### config.mk
export PLATFORM = sky130hd
export DESIGN_NAME = hoene_led_pwm_multi_flat
export DESIGN_NICKNAME = d
export VERILOG_FILES = /design/src/rtl/hoene_led_pwm_multi_pkg.sv /design/src/rtl/hoene_led_pwm_multi_if.sv /design/src/rtl/hoene_led_pwm_multi_channel.sv /design/src/rtl/hoene_led_pwm_multi.sv /design/src/flat_wrapper.sv
export SDC_FILE = /design/constraint.sdc
export NUM_CORES = 1
export LEC_CHECK = 0
export ABC_AREA = 1
export CORE_UTILIZATION = 56
export CTS_BUF_LIST = sky130_fd_sc_hd__clkbuf_16
export CTS_CLUSTER_DIAMETER = 120
export DETAILED_ROUTE_END_ITERATION = 7
export GPL_ROUTABILITY_DRIVEN = 0
export GPL_TIMING_DRIVEN = 0
export HOLD_SLACK_MARGIN = 0.1
export PLACE_DENSITY = 0.84
export RECOVER_POWER = 50
export SLEW_MARGIN = 0
export SYNTH_ARGS = -nofsm -noshare
export SYNTH_HDL_FRONTEND = slang
export SYNTH_SLANG_ARGS = --single-unit
### constraint.sdc
create_clock -name clk -period 5.1 [get_ports clk]
set_clock_uncertainty 0.2 [all_clocks]
set_input_delay 1.02 -clock clk [delete_from_list [all_inputs] [get_ports clk]]
set_output_delay 1.02 -clock clk [all_outputs]
set_load 0.01 [all_outputs]
### src/rtl/hoene_led_pwm_multi_pkg.sv
// Shared helpers for the multi-channel LED PWM: period length, per-channel
// stagger offsets and the legal parameter ranges.
package hoene_led_pkg;

  localparam int MIN_CHANNELS = 1;
  localparam int MAX_CHANNELS = 8;
  localparam int MIN_WIDTH    = 2;
  localparam int MAX_WIDTH    = 12;

  // PWM period in ticks; one short of 2^width so that the all-ones duty word
  // is high for every tick.
  function automatic int period_of(input int width);
    return (1 << width) - 1;
  endfunction

  // Stagger offset of channel idx, spreading channels evenly over the period.
  function automatic int off(input int idx, input int channels, input int period);
    return (idx * period) / channels;
  endfunction

  // True when the parameter set is one the generator supports.
  function automatic bit params_ok(input int channels, input int width, input int prescale);
    return (channels >= MIN_CHANNELS) && (channels <= MAX_CHANNELS) &&
           (width >= MIN_WIDTH) && (width <= MAX_WIDTH) && (prescale >= 1);
  endfunction

endpackage

### src/rtl/hoene_led_pwm_multi_if.sv
// Duty-word handshake between the protocol layer (master) and the PWM block
// (slave). One beat carries the duty words of every channel.
interface hoene_led_pwm_multi_if #(
  parameter int CHANNELS = 3,
  parameter int WIDTH    = 10
);
  logic [CHANNELS*WIDTH-1:0] in_data;
  logic                      in_valid;
  logic                      in_ready;

  modport master (output in_data, output in_valid, input in_ready);
  modport slave  (input in_data, input in_valid, output in_ready);
endinterface

### src/rtl/hoene_led_pwm_multi_channel.sv
// One PWM channel: shifts the shared tick count by this channel's offset,
// wraps it into the period and compares against the active duty word.
// Fed with the counter/duty values the top is about to register, so the
// registered output lines up with the counter state it describes.
module hoene_pwm_channel
  import hoene_led_pkg::*;
#(
  parameter int WIDTH  = 10,
  parameter int OFFSET = 0
) (
  input  logic             clk,
  input  logic             rst,
  input  logic             stagger_i,
  input  logic [WIDTH-1:0] cnt_i,
  input  logic [WIDTH-1:0] active_i,
  output logic             pwm_o
);

  localparam int             P       = period_of(WIDTH);
  localparam logic [WIDTH:0] OFF_W   = (WIDTH+1)'(OFFSET);
  localparam logic [WIDTH:0] PERIOD_W = (WIDTH+1)'(P);

  logic [WIDTH:0] sum;
  logic [WIDTH:0] ph;
  logic           pwm_d;
  logic           pwm_q;

  // Phase of this channel within the period and the resulting output level.
  always_comb begin
    sum   = {1'b0, cnt_i} + (stagger_i ? OFF_W : '0);
    ph    = (sum >= PERIOD_W) ? (sum - PERIOD_W) : sum;
    pwm_d = (ph < {1'b0, active_i});
  end

  // Registered output, forced low in reset.
  always_ff @(posedge clk) begin
    if (rst) pwm_q <= 1'b0;
    else     pwm_q <= pwm_d;
  end

  assign pwm_o = pwm_q;

endmodule

### src/rtl/hoene_led_pwm_multi.sv
// Multi-channel PWM generator. Holds the prescaler, the shared tick counter
// and the double-buffered duty words (shadow accepted over the handshake,
// active used by the channels). Shadow moves to active only on the last tick
// of a period, so every period is generated from a single duty set.
module hoene_led_pwm_multi
  import hoene_led_pkg::*;
#(
  parameter int CHANNELS = 3,
  parameter int WIDTH    = 10,
  parameter int PRESCALE = 1
) (
  input  logic                   clk,
  input  logic                   rst,
  hoene_led_pwm_multi_if.slave   bus,
  input  logic                   stagger,
  output logic [CHANNELS-1:0]    out_pwm,
  output logic                   period_start
);

  localparam int               P        = period_of(WIDTH);
  localparam int               PRE_W    = (PRESCALE > 1) ? $clog2(PRESCALE) : 1;
  localparam logic [PRE_W-1:0] PRE_LAST = PRE_W'(PRESCALE - 1);
  localparam logic [WIDTH-1:0] CNT_LAST = WIDTH'(P - 1);

  if (!params_ok(CHANNELS, WIDTH, PRESCALE)) begin : g_param_check
    $error("hoene_led_pwm_multi: unsupported CHANNELS/WIDTH/PRESCALE");
  end

  logic [PRE_W-1:0]          pre_q, pre_d;
  logic [WIDTH-1:0]          cnt_q, cnt_d;
  logic [CHANNELS*WIDTH-1:0] shadow_q, shadow_d;
  logic [CHANNELS*WIDTH-1:0] active_q, active_d;
  logic                      pending_q, pending_d;
  logic                      ps_q, ps_d;
  logic                      tick;
  logic                      boundary;
  logic                      accept;

  assign tick     = (pre_q == PRE_LAST);
  assign boundary = tick && (cnt_q == CNT_LAST);
  assign accept   = bus.in_valid && !pending_q;

  // Next state of timing base and duty buffers. A pending update always wins
  // the boundary; a capture on a boundary with nothing pending waits a period.
  always_comb begin
    pre_d     = tick ? '0 : pre_q + PRE_W'(1);
    cnt_d     = cnt_q;
    if (tick) cnt_d = (cnt_q == CNT_LAST) ? '0 : cnt_q + WIDTH'(1);
    shadow_d  = shadow_q;
    active_d  = active_q;
    pending_d = pending_q;
    if (boundary && pending_q) begin
      active_d  = shadow_q;
      pending_d = 1'b0;
    end else if (accept) begin
      shadow_d  = bus.in_data;
      pending_d = 1'b1;
    end
    ps_d = boundary;
  end

  // State registers; reset aborts the period and drops any pending update.
  always_ff @(posedge clk) begin
    if (rst) begin
      pre_q     <= '0;
      cnt_q     <= '0;
      shadow_q  <= '0;
      active_q  <= '0;
      pending_q <= 1'b0;
      ps_q      <= 1'b0;
    end else begin
      pre_q     <= pre_d;
      cnt_q     <= cnt_d;
      shadow_q  <= shadow_d;
      active_q  <= active_d;
      pending_q <= pending_d;
      ps_q      <= ps_d;
    end
  end

  assign bus.in_ready = !pending_q;
  assign period_start = ps_q;

  for (genvar i = 0; i < CHANNELS; i++) begin : g_ch
    hoene_pwm_channel #(
      .WIDTH  (WIDTH),
      .OFFSET (off(i, CHANNELS, P))
    ) u_ch (
      .clk       (clk),
      .rst       (rst),
      .stagger_i (stagger),
      .cnt_i     (cnt_d),
      .active_i  (active_d[i*WIDTH +: WIDTH]),
      .pwm_o     (out_pwm[i])
    );
  end

endmodule

### src/flat_wrapper.sv
// flat-port wrapper written by rule: the top's interface ports become plain ports
module hoene_led_pwm_multi_flat import hoene_led_pkg::*;
#(
  parameter int CHANNELS = 3,
  parameter int WIDTH    = 10,
  parameter int PRESCALE = 1
)
  (clk, rst, stagger, out_pwm, period_start, bus_in_data, bus_in_valid, bus_in_ready);
  hoene_led_pwm_multi_if #(.CHANNELS(CHANNELS), .WIDTH(WIDTH)) bus_i ();
  input  logic clk;
  input  logic rst;
  input  logic stagger;
  output logic [CHANNELS-1:0] out_pwm;
  output logic period_start;
  input wire logic [$bits(bus_i.in_data)-1:0] bus_in_data;
  input wire logic [$bits(bus_i.in_valid)-1:0] bus_in_valid;
  output wire logic [$bits(bus_i.in_ready)-1:0] bus_in_ready;
  assign bus_i.in_data = bus_in_data;
  assign bus_i.in_valid = bus_in_valid;
  assign bus_in_ready = bus_i.in_ready;
  hoene_led_pwm_multi #(.CHANNELS(CHANNELS), .WIDTH(WIDTH), .PRESCALE(PRESCALE)) u_core (.clk(clk), .rst(rst), .bus(bus_i), .stagger(stagger), .out_pwm(out_pwm), .period_start(period_start));
endmodule
==> metrics <==
status finished clean; Worst slew margin 58.3%; Final Hold Viols 0; # setup viols final 0; Hold Path Sink u_core.shadow_q[20]; Worst Hold Slack ~0.29 ns; setup TNS 0 ns; Max Fanout on Critical Path 8; flop2flop setup slack approximately 0.37 ns; post-DP HPWL about 10 mm; largest family of logic cells by synthesized area simple AND/OR/NAND/NOR gates; Mapped Cells 795; reg2reg path depth 24; port buffer count 37; detailed-route DRC error count 0; Compound-Gate Fraction of Synth Area 6.78%; initial cell density of the core around 60%; RR Startpoint u_core.cnt_q[0]; fmax around 210 MHz; min-delay src u_core.shadow_q[20]; TritonCTS clock tree done; P_int 0.00109 W; Clock Tree Buf Depth 2; wire per inst 13.3 um; Nets a little over 900; Synth-to-Final Area Change 16.0%; die area a little under 0.01 mm2; Pwr Density around 250 mW/mm2; sw frac between 20% and 30%; worst hold path type reg -> reg; Detail Route Antenna Nets 0; max-slew violations 0; DRT iter0 DRCs about 240; adder-cell share of the synthesized area roughly a tenth; CTS HTree Levels 3; mux cell area share after synthesis 0.218%; initial antenna violation count 0; clk root buf clkbuf_16; number of flops mapped to enable cells by yosys 0; reg2reg end u_core.g_ch[2].u_ch.pwm_o; Diodes inserted 0; die width just under 100 um; Critical Path Sink Type flip-flop; hold depth 2; Leak around 3.0 nW; cell area after synthesis 0.00517 mm2; largest net degree at the start of global routing 17; # IOs 39; Post-Synth Simple-Gate Area around 40%; post-synthesis xor/xnor area fraction 2.88%; cell taking the most area after synthesis dfxtp_1; CP required between 5 and 6 ns; post-synth top area share between 20% and 30%; Worst-Margin Slew 0.623 ns; Tmin final 4.73 ns; CTS Buf Count 9; hold bufs inserted after CTS 0; Synth cell types 39; Detailed Route WL 12.8 mm; layout cells sized above 1 a little under a tenth; GR Util All Layers about 28%; CP startpoint kind flip-flop; Clock Latency Late Sink between 0.3 and 0.4 ns; clk slew on worst S/H paths approximately 0.07 ns; maximum VDD drop approximately 200 uV; core area roughly 0.0088 mm2; syn_area_per_cell about 6.5 um2; Syn Nets roughly 870; Logic pwr share 11.9%; RSZ-0062 raised after global routing false; count of state elements after synthesis 76; Async SR Flop Fraction 0%; CP Class reg -> reg; Ys Warns 0; Max-Cap Viols 0; die height roughly 100 um; Final Core Density 67.7%; Remaining Overflow, GRT 0; drt via density 5.31; fin crit share between 90% and 100%; Clock Power Share around 46%; Seq pwr share between 40% and 50%; FP Rows 34; number of global-route vias before repair slightly above 5000; via count between 5000 and 6000; switching power between 0.0004 and 0.0005 W; first-pass GRT wire length around 22 mm; sequential fraction of the synthesis area ~29%; number of clock sinks between 70 and 80; Main synth FF type dfxtp_1; Synth area leaders dfxtp_1 (29%), nand2_1 (15%), ha_1 (11%); Worst EP arrival about 4.8 ns; router iterations before antenna repair 4
## cell type report
type / instances / area [um2]
clock buffer: 9 / 225
tap: 108 / 135
timing repair buffer: 37 / 370
sequential: 76 / 1520
fill: 749 / 2860
clock inverter: 7 / 90.1
buffer: 23 / 105
inverter: 113 / 425
multi-input combinational: 583 / 3120
## cell usage in the layout, fill, tap and decap left out, drive strengths merged, types with 2 or more instances in the layout
cell	netlist	routed
nor3	4	4
nand2	223	223
o211ai	2	2
o21ai	42	42
clkbuf	19	28
nand3b	4	4
clkinv	3	5
ha	44	44
buf	4	4
dlygate4sd3	0	6
nor2	149	149
dfxtp	76	76
a21oi	18	18
a211oi	2	2
xor2	13	13
xnor2	4	4
clkdlybuf4s50	0	31
inv	110	114
nand3	54	54
nand4	17	17
## cell families after synthesis
| kind of cell | after synthesis |
|---|---|
| and+or+nand+nor | 454 |
| buffers and inverters | 136 |
| DFF | 76 |
| AOI/OAI and AO/OA | 66 |
| adders and majority gates | 44 |
| xor gates and xnor gates | 17 |
| other | 1 |
| muxes | 1 |
## registers in the layout, summed over array words and instances, names as in the netlist
name / cells
u_core.pre_q: 1
u_core.active_q: 30
u_core.period_start: 1
u_core.cnt_q: 10
u_core.pending_q: 1
u_core.shadow_q: 30
u_core.g_ch.u_ch.pwm_o: 3
## power groups by stage
| stage | Sequential, W | Clock, W | Combinational, W |
|---|---|---|---|
| floorplan | 0.000640 | 0 | 0.000114 |
| global placement | 0.000643 | 0 | 0.000167 |
| detailed placement | 0.000644 | 0 | 0.000175 |
| CTS | 0.000631 | 0.000678 | 0.000177 |
| global route | 0.000634 | 0.000706 | 0.000201 |
| finish | 0.000632 | 0.000677 | 0.000177 |
## Yosys cell counts (all sizes together) (13+ instances only)
| cell | instances |
|---|---|
| nand2 | 223 |
| clkbuf | 19 |
| nand4 | 17 |
| dfxtp | 76 |
| xor2 | 13 |
| a21oi | 18 |
| o21ai | 42 |
| nor2 | 149 |
| nand3 | 54 |
| inv | 110 |
| ha | 44 |
## critical path, stage by stage (launching register included)
cell and delay, ns:
dfxtp_1 0.38, inv_1 0.08, ha_1 0.28, o21ai_0 0.42, nand2_1 0.19, inv_1 0.18, ha_1 0.20, ha_1 0.24
xor2_2 0.32, and3_1 0.23, nand3_2 0.08, nor2_2 0.14, nand2_1 0.09, nor2_1 0.13, nand2_2 0.12, nand3_4 0.16
nand4_1 0.12, xor2_1 0.19, inv_1 0.07, ha_1 0.29, a21oi_1 0.13, o21ai_0 0.09, nand4_1 0.09, nand2_1 0.05
a21oi_1 0.18
## stage by stage
step           power (W)  cell area [um2]  cells  worst slack, ns
3_3_place_gp    0.000810             5670    940            0.185
4_1_cts          0.00149             5990    956            0.349
3_5_place_dp    0.000819             5670    940           0.0645
5_1_grt          0.00154             5990    956           0.0350
2_1_floorplan   0.000753             5170    795             1.04
6_report         0.00149             5990    956            0.366
## worst max path at each step
stage	to	slack, ns	depth (start not counted)	from
after detailed placement	u_core.g_ch[2].u_ch.pwm_o	0.06	22	stagger
final	u_core.g_ch[2].u_ch.pwm_o	0.37	24	u_core.cnt_q[0]
after CTS	u_core.g_ch[2].u_ch.pwm_o	0.35	22	stagger
after global placement	u_core.g_ch[2].u_ch.pwm_o	0.19	20	stagger
after global routing	u_core.g_ch[2].u_ch.pwm_o	0.04	24	u_core.cnt_q[0]
after floorplan	u_core.g_ch[2].u_ch.pwm_o	1.04	29	u_core.cnt_q[0]
## metal layers
| metal | vias to the layer above | GRT usage [%] | routed length, um |
|---|---|---|---|
| met5 | - | 0 | 0 |
| met2 | 147 | 50.4 | 6130 |
| met4 | 0 | 12.7 | 422 |
| li1 | 2589 | - | - |
| met3 | 36 | 5.58 | 608 |
| met1 | 2304 | 33.2 | 5600 |
## what timing repair did
item                       in CTS  in global routing
gates resized for setup         0                  1
buffers inserted                0                  0
setup endpoints to repair       0                  1
(Power assumes the default switching activity.)
